[src/rtl/stream_mux_rr.sv]
// stream_mux_rr: N-channel, W-bit stream multiplexer with per-channel
// valid/ready, a registered output stage, and either fixed-select or
// round-robin arbitration.
// Optional packet lock: define STREAM_MUX_LAST_LOCK_EN to add in_last/out_last
// and hold the grant on one channel until its last beat transfers.
module stream_mux_rr #(
  parameter int unsigned NUM_CH = 4,
  parameter int unsigned WIDTH  = 8,
  parameter int unsigned SEL_W  = 2
) (
  input  logic                    clk,
  input  logic                    reset,
  input  logic [NUM_CH*WIDTH-1:0] in_data,
  input  logic [NUM_CH-1:0]       in_valid,
  output logic [NUM_CH-1:0]       in_ready,
  input  logic                    mode,
  input  logic [SEL_W-1:0]        sel,
  output logic [WIDTH-1:0]        out_data,
  output logic                    out_valid,
  input  logic                    out_ready,
  output logic [SEL_W-1:0]        out_ch
`ifdef STREAM_MUX_LAST_LOCK_EN
  ,
  input  logic [NUM_CH-1:0]       in_last,
  output logic                    out_last
`endif
);

  localparam int unsigned LAST_CH = NUM_CH - 1;

  logic             load_en_c;
  logic             grant_vld_c;
  logic [SEL_W-1:0] grant_ch_c;
  logic             xfer_c;
  logic [WIDTH-1:0] grant_data_c;
  logic             ptr_adv_c;
  logic [SEL_W-1:0] ptr_q;
  logic [SEL_W-1:0] ptr_next_c;

`ifdef STREAM_MUX_LAST_LOCK_EN
  logic             lock_q;
  logic [SEL_W-1:0] lock_ch_q;
  logic             grant_last_c;
`endif

  // Output register can take a beat when empty or being drained this cycle
  assign load_en_c = !out_valid || out_ready;

  // Grant selection: fixed select, round-robin scan from ptr, or packet lock
  always_comb begin
    logic             hi_vld;
    logic             lo_vld;
    logic [SEL_W-1:0] hi_ch;
    logic [SEL_W-1:0] lo_ch;
    grant_vld_c = 1'b0;
    grant_ch_c  = '0;
    hi_vld      = 1'b0;
    lo_vld      = 1'b0;
    hi_ch       = '0;
    lo_ch       = '0;
    if (!mode) begin
      // Out-of-range sel matches no channel, so it never grants
      for (int unsigned c = 0; c < NUM_CH; c++) begin
        if (32'(sel) == c && in_valid[c]) begin
          grant_vld_c = 1'b1;
          grant_ch_c  = SEL_W'(c);
        end
      end
    end else begin
      // First valid at or above ptr wins; otherwise wrap to first valid below
      for (int unsigned c = 0; c < NUM_CH; c++) begin
        if (in_valid[c] && c >= 32'(ptr_q) && !hi_vld) begin
          hi_vld = 1'b1;
          hi_ch  = SEL_W'(c);
        end
        if (in_valid[c] && c < 32'(ptr_q) && !lo_vld) begin
          lo_vld = 1'b1;
          lo_ch  = SEL_W'(c);
        end
      end
      grant_vld_c = hi_vld || lo_vld;
      grant_ch_c  = hi_vld ? hi_ch : lo_ch;
    end
`ifdef STREAM_MUX_LAST_LOCK_EN
    // A packet in flight overrides mode, sel and other requesters
    if (lock_q) begin
      grant_vld_c = 1'b0;
      grant_ch_c  = lock_ch_q;
      for (int unsigned c = 0; c < NUM_CH; c++) begin
        if (32'(lock_ch_q) == c && in_valid[c]) begin
          grant_vld_c = 1'b1;
        end
      end
    end
`endif
  end

  // One-hot ready towards the granted producer, forced low during reset
  always_comb begin
    in_ready = '0;
    if (!reset && grant_vld_c && load_en_c) begin
      for (int unsigned c = 0; c < NUM_CH; c++) begin
        if (32'(grant_ch_c) == c) begin
          in_ready[c] = 1'b1;
        end
      end
    end
  end

  assign xfer_c = |(in_ready & in_valid);

  // Data (and last flag) of the granted channel
  always_comb begin
    grant_data_c = '0;
`ifdef STREAM_MUX_LAST_LOCK_EN
    grant_last_c = 1'b0;
`endif
    for (int unsigned c = 0; c < NUM_CH; c++) begin
      if (32'(grant_ch_c) == c) begin
        grant_data_c = in_data[c*WIDTH +: WIDTH];
`ifdef STREAM_MUX_LAST_LOCK_EN
        grant_last_c = in_last[c];
`endif
      end
    end
  end

  // Round-robin pointer moves past the winner; with packet lock only on the last beat
  always_comb begin
`ifdef STREAM_MUX_LAST_LOCK_EN
    ptr_adv_c = mode && xfer_c && grant_last_c;
`else
    ptr_adv_c = mode && xfer_c;
`endif
    ptr_next_c = (32'(grant_ch_c) == LAST_CH) ? '0 : SEL_W'(grant_ch_c + 1'b1);
  end

  // Round-robin pointer register
  always_ff @(posedge clk or posedge reset) begin
    if (reset) begin
      ptr_q <= '0;
    end else if (ptr_adv_c) begin
      ptr_q <= ptr_next_c;
    end
  end

  // Output stage: load on transfer, empty when drained with nothing new
  always_ff @(posedge clk or posedge reset) begin
    if (reset) begin
      out_valid <= 1'b0;
      out_data  <= '0;
      out_ch    <= '0;
`ifdef STREAM_MUX_LAST_LOCK_EN
      out_last  <= 1'b0;
`endif
    end else if (xfer_c) begin
      out_valid <= 1'b1;
      out_data  <= grant_data_c;
      out_ch    <= grant_ch_c;
`ifdef STREAM_MUX_LAST_LOCK_EN
      out_last  <= grant_last_c;
`endif
    end else if (out_ready) begin
      out_valid <= 1'b0;
    end
  end

`ifdef STREAM_MUX_LAST_LOCK_EN
  // Packet lock: set by a non-last beat, released by the last beat
  always_ff @(posedge clk or posedge reset) begin
    if (reset) begin
      lock_q    <= 1'b0;
      lock_ch_q <= '0;
    end else if (xfer_c) begin
      lock_q    <= !grant_last_c;
      lock_ch_q <= grant_ch_c;
    end
  end
`endif

endmodule

[config.mk]
export PLATFORM = sky130hd
export DESIGN_NAME = stream_mux_rr
export DESIGN_NICKNAME = d
export VERILOG_FILES = /design/src/rtl/stream_mux_rr.sv
export SDC_FILE = /design/constraint.sdc
export NUM_CORES = 1
export LEC_CHECK = 0
export CAP_MARGIN = 20
export CORE_MARGIN = 4
export CORE_UTILIZATION = 30
export CTS_CLUSTER_DIAMETER = 100
export DETAILED_ROUTE_END_ITERATION = 10
export PLACE_DENSITY = 0.67
export SLEW_MARGIN = 30
export SYNTH_ARGS = -nofsm -noshare
export SYNTH_HDL_FRONTEND = slang
export SYNTH_SLANG_ARGS = --single-unit
[constraint.sdc]
create_clock -name clk -period 6.1 [get_ports clk]
set_input_delay 1.22 -clock clk [delete_from_list [all_inputs] [get_ports clk]]
set_output_delay 1.22 -clock clk [all_outputs]
set_load 0.005 [all_outputs]
==> impl_metrics.json, run 1 <==
{
  "overflow": 0,
  "required_ns": 4.88,
  "path_common_cell": "clkdlybuf4s50_1",
  "p_per_area_nw_per_um2": 290,
  "maxCapViolCount": 0,
  "cpPeakStageDelay_ns": 0.59,
  "clock_latency_ns": 0.29,
  "relSlewSlack_pct": 56.1,
  "rows": 21,
  "max_freq_mhz": 196,
  "htreeDepth": 1,
  "max-vdd-ir-drop_v": 0.000127,
  "grt_max_degree": 19,
  "diodes": 0,
  "setup_viol": 0,
  "worstPathMaxFanout": 12,
  "placedCellCount": 207,
  "grt_pass1_wl_um": 5210,
  "track_usage_pct": 15.0,
  "gp_congestion": 0.806,
  "fin_crit_sh_pct": 83.7,
  "cp-end-kind": "output port",
  "cp-endpoint": "in_ready[1]",
  "clkTransAtPathRegs_ns": 0.09,
  "die_h_um": 67.8,
  "synth.cell_area_um2": 1070,
  "die-area_um2": 4590,
  "p_total_uw": 489,
  "start_util_pct": 31.6,
  "ant_nets": 0,
  "worst_r2r_path_depth": 9,
  "crit-reg2reg-launch": "ptr_q[1]$_DFFE_PP0P_",
  "fin_cells": 211,
  "worst_clock_skew_ns": 0.000780,
  "crit_type": "primary input to output port",
  "p_leak_uw": 0.000698,
  "critical_path.slowest_cell": "o32ai_1",
  "ioPinCount": 57,
  "coreArea_um2": 3390,
  "drive_gt1_share_pct": 10.3,
  "hold_viol": 0,
  "synth_edf_count": 0,
  "area_growth_pct": 57.2,
  "crit_path_start": "in_valid[1]",
  "synth_cells": 110,
  "clock-sinks": 13,
  "syn_nets": 156,
  "arrival_ns": 3.89,
  "drv_slew": 0,
  "grt_antenna_before_repair": 0,
  "synth-async-reset-ratio_pct": 100,
  "vias": 1084,
  "rsz0062_at_grt": "no",
  "wl_per_cell_um": 16.3,
  "finalSetupTns_ns": 0,
  "post_cts_buffers": 0,
  "drtIter0Drc": 58,
  "clock_tree.buffer_depth": 2,
  "startpoint_type": "primary input",
  "root_buffer": "clkbuf_4",
  "postCtsHoldBufs": 0,
  "reg2reg_slack_ns": 3.13,
  "hpwlAfterDp_um": 2630,
  "vias_per_cell": 5.14,
  "drc_errors": 0,
  "status": "complete, no violations",
  "dr.pass1.iters": 4,
  "hold_path_class": "flip-flop to flip-flop",
  "cp_cell_sequence": "clkdlybuf4s50_1 > mux2i_1 > and2_1 > o32ai_1 > ha_1 > and3_1 > clkdlybuf4s50_1",
  "nNetsFinal": 212,
  "tightest_slew_ns": 0.657,
  "cts_buffers": 3,
  "r2r_end": "out_data[5]$_DFFE_PP0P_",
  "synthFlopType": "dfrtp_1",
  "yosys_warnings": 0,
  "fin_crit_ns": 5.11,
  "cts_tree": "yes",
  "place_area_um2": 1660,
  "synth_seq_area_share_pct": 30.3,
  "wl_um": 3440,
  "grt_pass1_vias": 1119,
  "cts_resized": 0,
  "fin_area_um2": 1690,
  "ys_seq_elements": 13,
  "die_w_um": 67.8,
  "synth.distinct_cells": 31,
  "io_buffers": 56,
  "syn_avg_cell_area_um2": 9.75
}
-- layer usage --
metal	GRT usage, %	wire (um)
met3	4.99	287
met1	17.2	1450
met2	25.6	1640
met4	5.46	59
met5	0	0
-- state kept, by name (all words and copies together) (netlist names) --
signal / count
out_data: 8
out_ch: 2
ptr_q: 2
out_valid: 1
-- worst max-delay path, delay by kind of cell --
kind            cells  cell delay (ns)
simple gates        2             0.39
buf+inv             2             1.08
fa+ha+maj           1             0.51
mux                 1             0.10
compound gates      1             0.59
-- final cells by class --
class / instances / area (um2)
Multi-Input combinational cell: 85 / 686
Timing Repair Buffer: 57 / 568
Fill cell: 312 / 1700
Sequential cell: 13 / 325
Clock buffer: 4 / 26.3
Tap cell: 46 / 57.6
Inverter: 6 / 22.5
-- kinds of logic (layout without fill, tap and decap cells) --
kind of cell	count (synthesis)	in the layout	share of synthesized area (%)
flops	13	13	30.3
mux	15	15	18.0
fa+ha+maj	4	4	4.67
simple gates	37	37	19.6
compound gates	29	29	21.7
buf+inv	12	67	5.72
-- synthesized netlist by cell type (2+ instances only) --
library cell / number / area [um2]
mux2_2: 2 / 22.5
and3_1: 4 / 25.0
inv_1: 6 / 22.5
clkbuf_1: 5 / 18.8
and2_1: 2 / 12.5
dfrtp_1: 13 / 325
o31ai_1: 9 / 67.6
a22oi_1: 3 / 22.5
a221oi_1: 7 / 61.3
mux2_4: 8 / 120
mux2i_1: 5 / 50.1
nor2b_1: 11 / 68.8
ha_1: 4 / 50.1
a31oi_1: 2 / 12.5
nand2_1: 12 / 45.0
o21ai_0: 2 / 10.0
-- through the flow --
stage	utilization [%]	setup WS [ns]	hold WS (ns)
after CTS	49.7	0.982	0.527
after detailed placement	48.9	0.996	0.503
final	49.7	0.992	0.521
after global placement	48.9	1.07	0.498
after floorplan	-	2.07	0.505
after global routing	49.7	0.708	0.541
-- placed cells by master (no fill, tap or decap), types with 2 or more instances in the layout --
| master | Yosys | routed |
|---|---|---|
| clkdlybuf4s50_1 | 0 | 56 |
| dfrtp_1 | 13 | 13 |
| nand2_1 | 12 | 12 |
| nor2b_1 | 11 | 11 |
| o31ai_1 | 9 | 9 |
| mux2_4 | 8 | 8 |
| a221oi_1 | 7 | 7 |
| inv_1 | 6 | 6 |
| mux2i_1 | 5 | 5 |
| and3_1 | 4 | 4 |
| ha_1 | 4 | 4 |
| a22oi_1 | 3 | 3 |
| clkbuf_4 | 0 | 3 |
| and2_1 | 2 | 2 |
| o21ai_0 | 2 | 2 |
| a31oi_1 | 2 | 2 |
| mux2_2 | 2 | 2 |
-- power breakdown --
part	switching, uW	internal (uW)	leakage [uW]
registers	25.8	126	0.000159
logic	105	174	0.000524
clock network	33.3	25.5	0.0000150
total	164	325	0.000698
-- how the worst min path moves through the flow --
stage	start	end	slack [ns]	cells after the start
final	out_data[3]$_DFFE_PP0P_	out_data[3]$_DFFE_PP0P_	0.52	1
after global routing	out_data[6]$_DFFE_PP0P_	out_data[6]$_DFFE_PP0P_	0.54	1
after detailed placement	out_data[6]$_DFFE_PP0P_	out_data[6]$_DFFE_PP0P_	0.50	1
after CTS	out_data[7]$_DFFE_PP0P_	out_data[7]$_DFFE_PP0P_	0.53	1
after floorplan	out_ch[0]$_DFFE_PP0P_	out_ch[0]$_DFFE_PP0P_	0.51	1
after global placement	out_data[7]$_DFFE_PP0P_	out_data[7]$_DFFE_PP0P_	0.50	1
No activity file was read; power rests on OpenSTA's default activity.
==> run 2: changes to the inputs <==
- PLACE_DENSITY: 0.67 -> 0.7
- clock period: 6.1 -> 4.1 ns (I/O delays scaled with it)
==> impl_metrics.json, run 2 (synthesized netlist as in run 1, its figures left out) <==
{
  "status": "complete, no violations",
  "vias": 1081,
  "startpoint_type": "primary input",
  "hold_path_class": "flip-flop to flip-flop",
  "max-vdd-ir-drop_v": 0.000131,
  "largest_reg_flops": 8,
  "diodes": 0,
  "cp_top_family": "buffers and inverters",
  "drive_gt1_share_pct": 12.5,
  "setup_viol": 0,
  "nNetsFinal": 215,
  "drtIter0Drc": 64,
  "maxCapViolCount": 0,
  "htreeDepth": 1,
  "io_buffers": 56,
  "tightest_slew_ns": 0.559,
  "crit-reg2reg-launch": "ptr_q[0]$_DFFE_PP0P_",
  "fin_crit_ns": 3.87,
  "coreArea_um2": 3390,
  "critical_path.slowest_cell": "clkdlybuf4s50_1",
  "wl_um": 3340,
  "grt_antenna_before_repair": 0,
  "clkTransAtPathRegs_ns": 0.08,
  "worst_clock_skew_ns": 0.00423,
  "regMostFlops": "out_data",
  "hold_viol": 0,
  "min_path_cells": 1,
  "ioPinCount": 57,
  "required_ns": 3.28,
  "rows": 21,
  "root_buffer": "clkbuf_4",
  "place_area_um2": 1680,
  "dr.pass1.iters": 4,
  "grt_pass1_wl_um": 5190,
  "cts_resized": 0,
  "area_growth_pct": 59.4,
  "fin_crit_sh_pct": 94.4,
  "layout_commonest_cell": "clkdlybuf4s50_1",
  "cts_tree": "yes",
  "rsz0062_at_grt": "no",
  "fin_cells": 214,
  "fin_area_um2": 1710,
  "ant_nets": 0,
  "gp_congestion": 0.901,
  "r2r_end": "out_data[3]$_DFFE_PP0P_",
  "worstPathMaxFanout": 5,
  "clock_tree.buffer_depth": 2,
  "p_leak_uw": 0.000716,
  "finalSetupTns_ns": 0,
  "drv_slew": 0,
  "crit_type": "primary input to output port",
  "grt_max_degree": 18,
  "cp_cell_sequence": "clkdlybuf4s50_1 > inv_1 > o31ai_1 > o32ai_1 > buf_4 > inv_1 > ha_1 > and3_1 > clkdlybuf4s50_1",
  "min-delay-start": "out_data[2]$_DFFE_PP0P_",
  "mostFrequentLayoutCells": "clkdlybuf4s50_1, dfrtp_1, nand2_1, nor2b_1, o31ai_1",
  "arrival_ns": 3.05,
  "clock_latency_ns": 0.27,
  "reg_top3": "out_data: 8 flops, out_ch: 2 flops, ptr_q: 2 flops",
  "relSlewSlack_pct": 62.7,
  "grt_pass1_vias": 1062,
  "overflow": 0,
  "post_cts_buffers": 0,
  "die_h_um": 67.8,
  "p_per_area_nw_per_um2": 428,
  "hpwlAfterDp_um": 2760,
  "drc_errors": 0,
  "path_buf_inv": 5,
  "cts_buffers": 3,
  "clock-sinks": 13,
  "worst_r2r_path_depth": 10,
  "start_util_pct": 31.6,
  "track_usage_pct": 14.9,
  "die_w_um": 67.8,
  "max_freq_mhz": 258,
  "die-area_um2": 4590,
  "placedCellCount": 210,
  "hold-path-endpoint": "out_data[2]$_DFFE_PP0P_",
  "reg2reg_slack_ns": 1.37,
  "vias_per_cell": 5.05,
  "cpPeakStageDelay_ns": 0.54,
  "postCtsHoldBufs": 0,
  "wl_per_cell_um": 15.6,
  "cp-end-kind": "output port"
}
[run 2: cell type report]
class	instances	area, um2
repair buffers	60	591
multi-input cells	85	686
clock inverters	1	5.00
inverters	6	22.5
clock buffers	3	22.5
flip-flops and latches	13	325
fillers	303	1680
well taps	46	57.6
[run 2: through the flow]
stage / hold slack, ns / worst slack, ns / util, % / power [uW]
2_1_floorplan: 0.505 / 0.870 / - / 447
3_3_place_gp: 0.495 / 0.346 / 49.6 / 647
3_5_place_dp: 0.502 / 0.241 / 49.6 / 661
4_1_cts: 0.524 / 0.226 / 50.4 / 742
5_1_grt: 0.539 / 0.0830 / 50.4 / 787
6_report: 0.521 / 0.231 / 50.4 / 732
[run 2: worst max path at each step]
stage	startpoint	endpoint	slack (ns)	cells past startpoint
3_5_place_dp	in_valid[0]	in_ready[0]	0.24	9
2_1_floorplan	in_valid[1]	in_ready[3]	0.87	7
4_1_cts	in_valid[0]	in_ready[0]	0.23	9
3_3_place_gp	in_valid[1]	in_ready[0]	0.35	9
5_1_grt	in_valid[0]	in_ready[0]	0.08	9
6_report	in_valid[0]	in_ready[0]	0.23	9
[run 2: worst register-to-register path, stage by stage (launching register included)]
cell and delay, ns:
dfrtp_1 0.42, inv_1 0.10, o21ai_0 0.08, a221o_1 0.39
and2_1 0.17, ha_1 0.19, buf_4 0.17, nor2b_1 0.44
a221oi_1 0.16, o31ai_1 0.34, mux2_4 0.21
[run 2: report_power, final]
group          leakage, uW  switching (uW)  internal, uW
registers         0.000159            44.0           187
clock network    0.0000177            41.9          36.1
logic             0.000539             159           264
[run 2: metal layers]
layer  wire length [um]  GRT usage [%]  vias up
met5                  0              0        -
met4                 35           5.71        0
met3                156           2.00        4
met2               1730           25.0       34
met1               1420           19.1      514
li1                   -              -      529
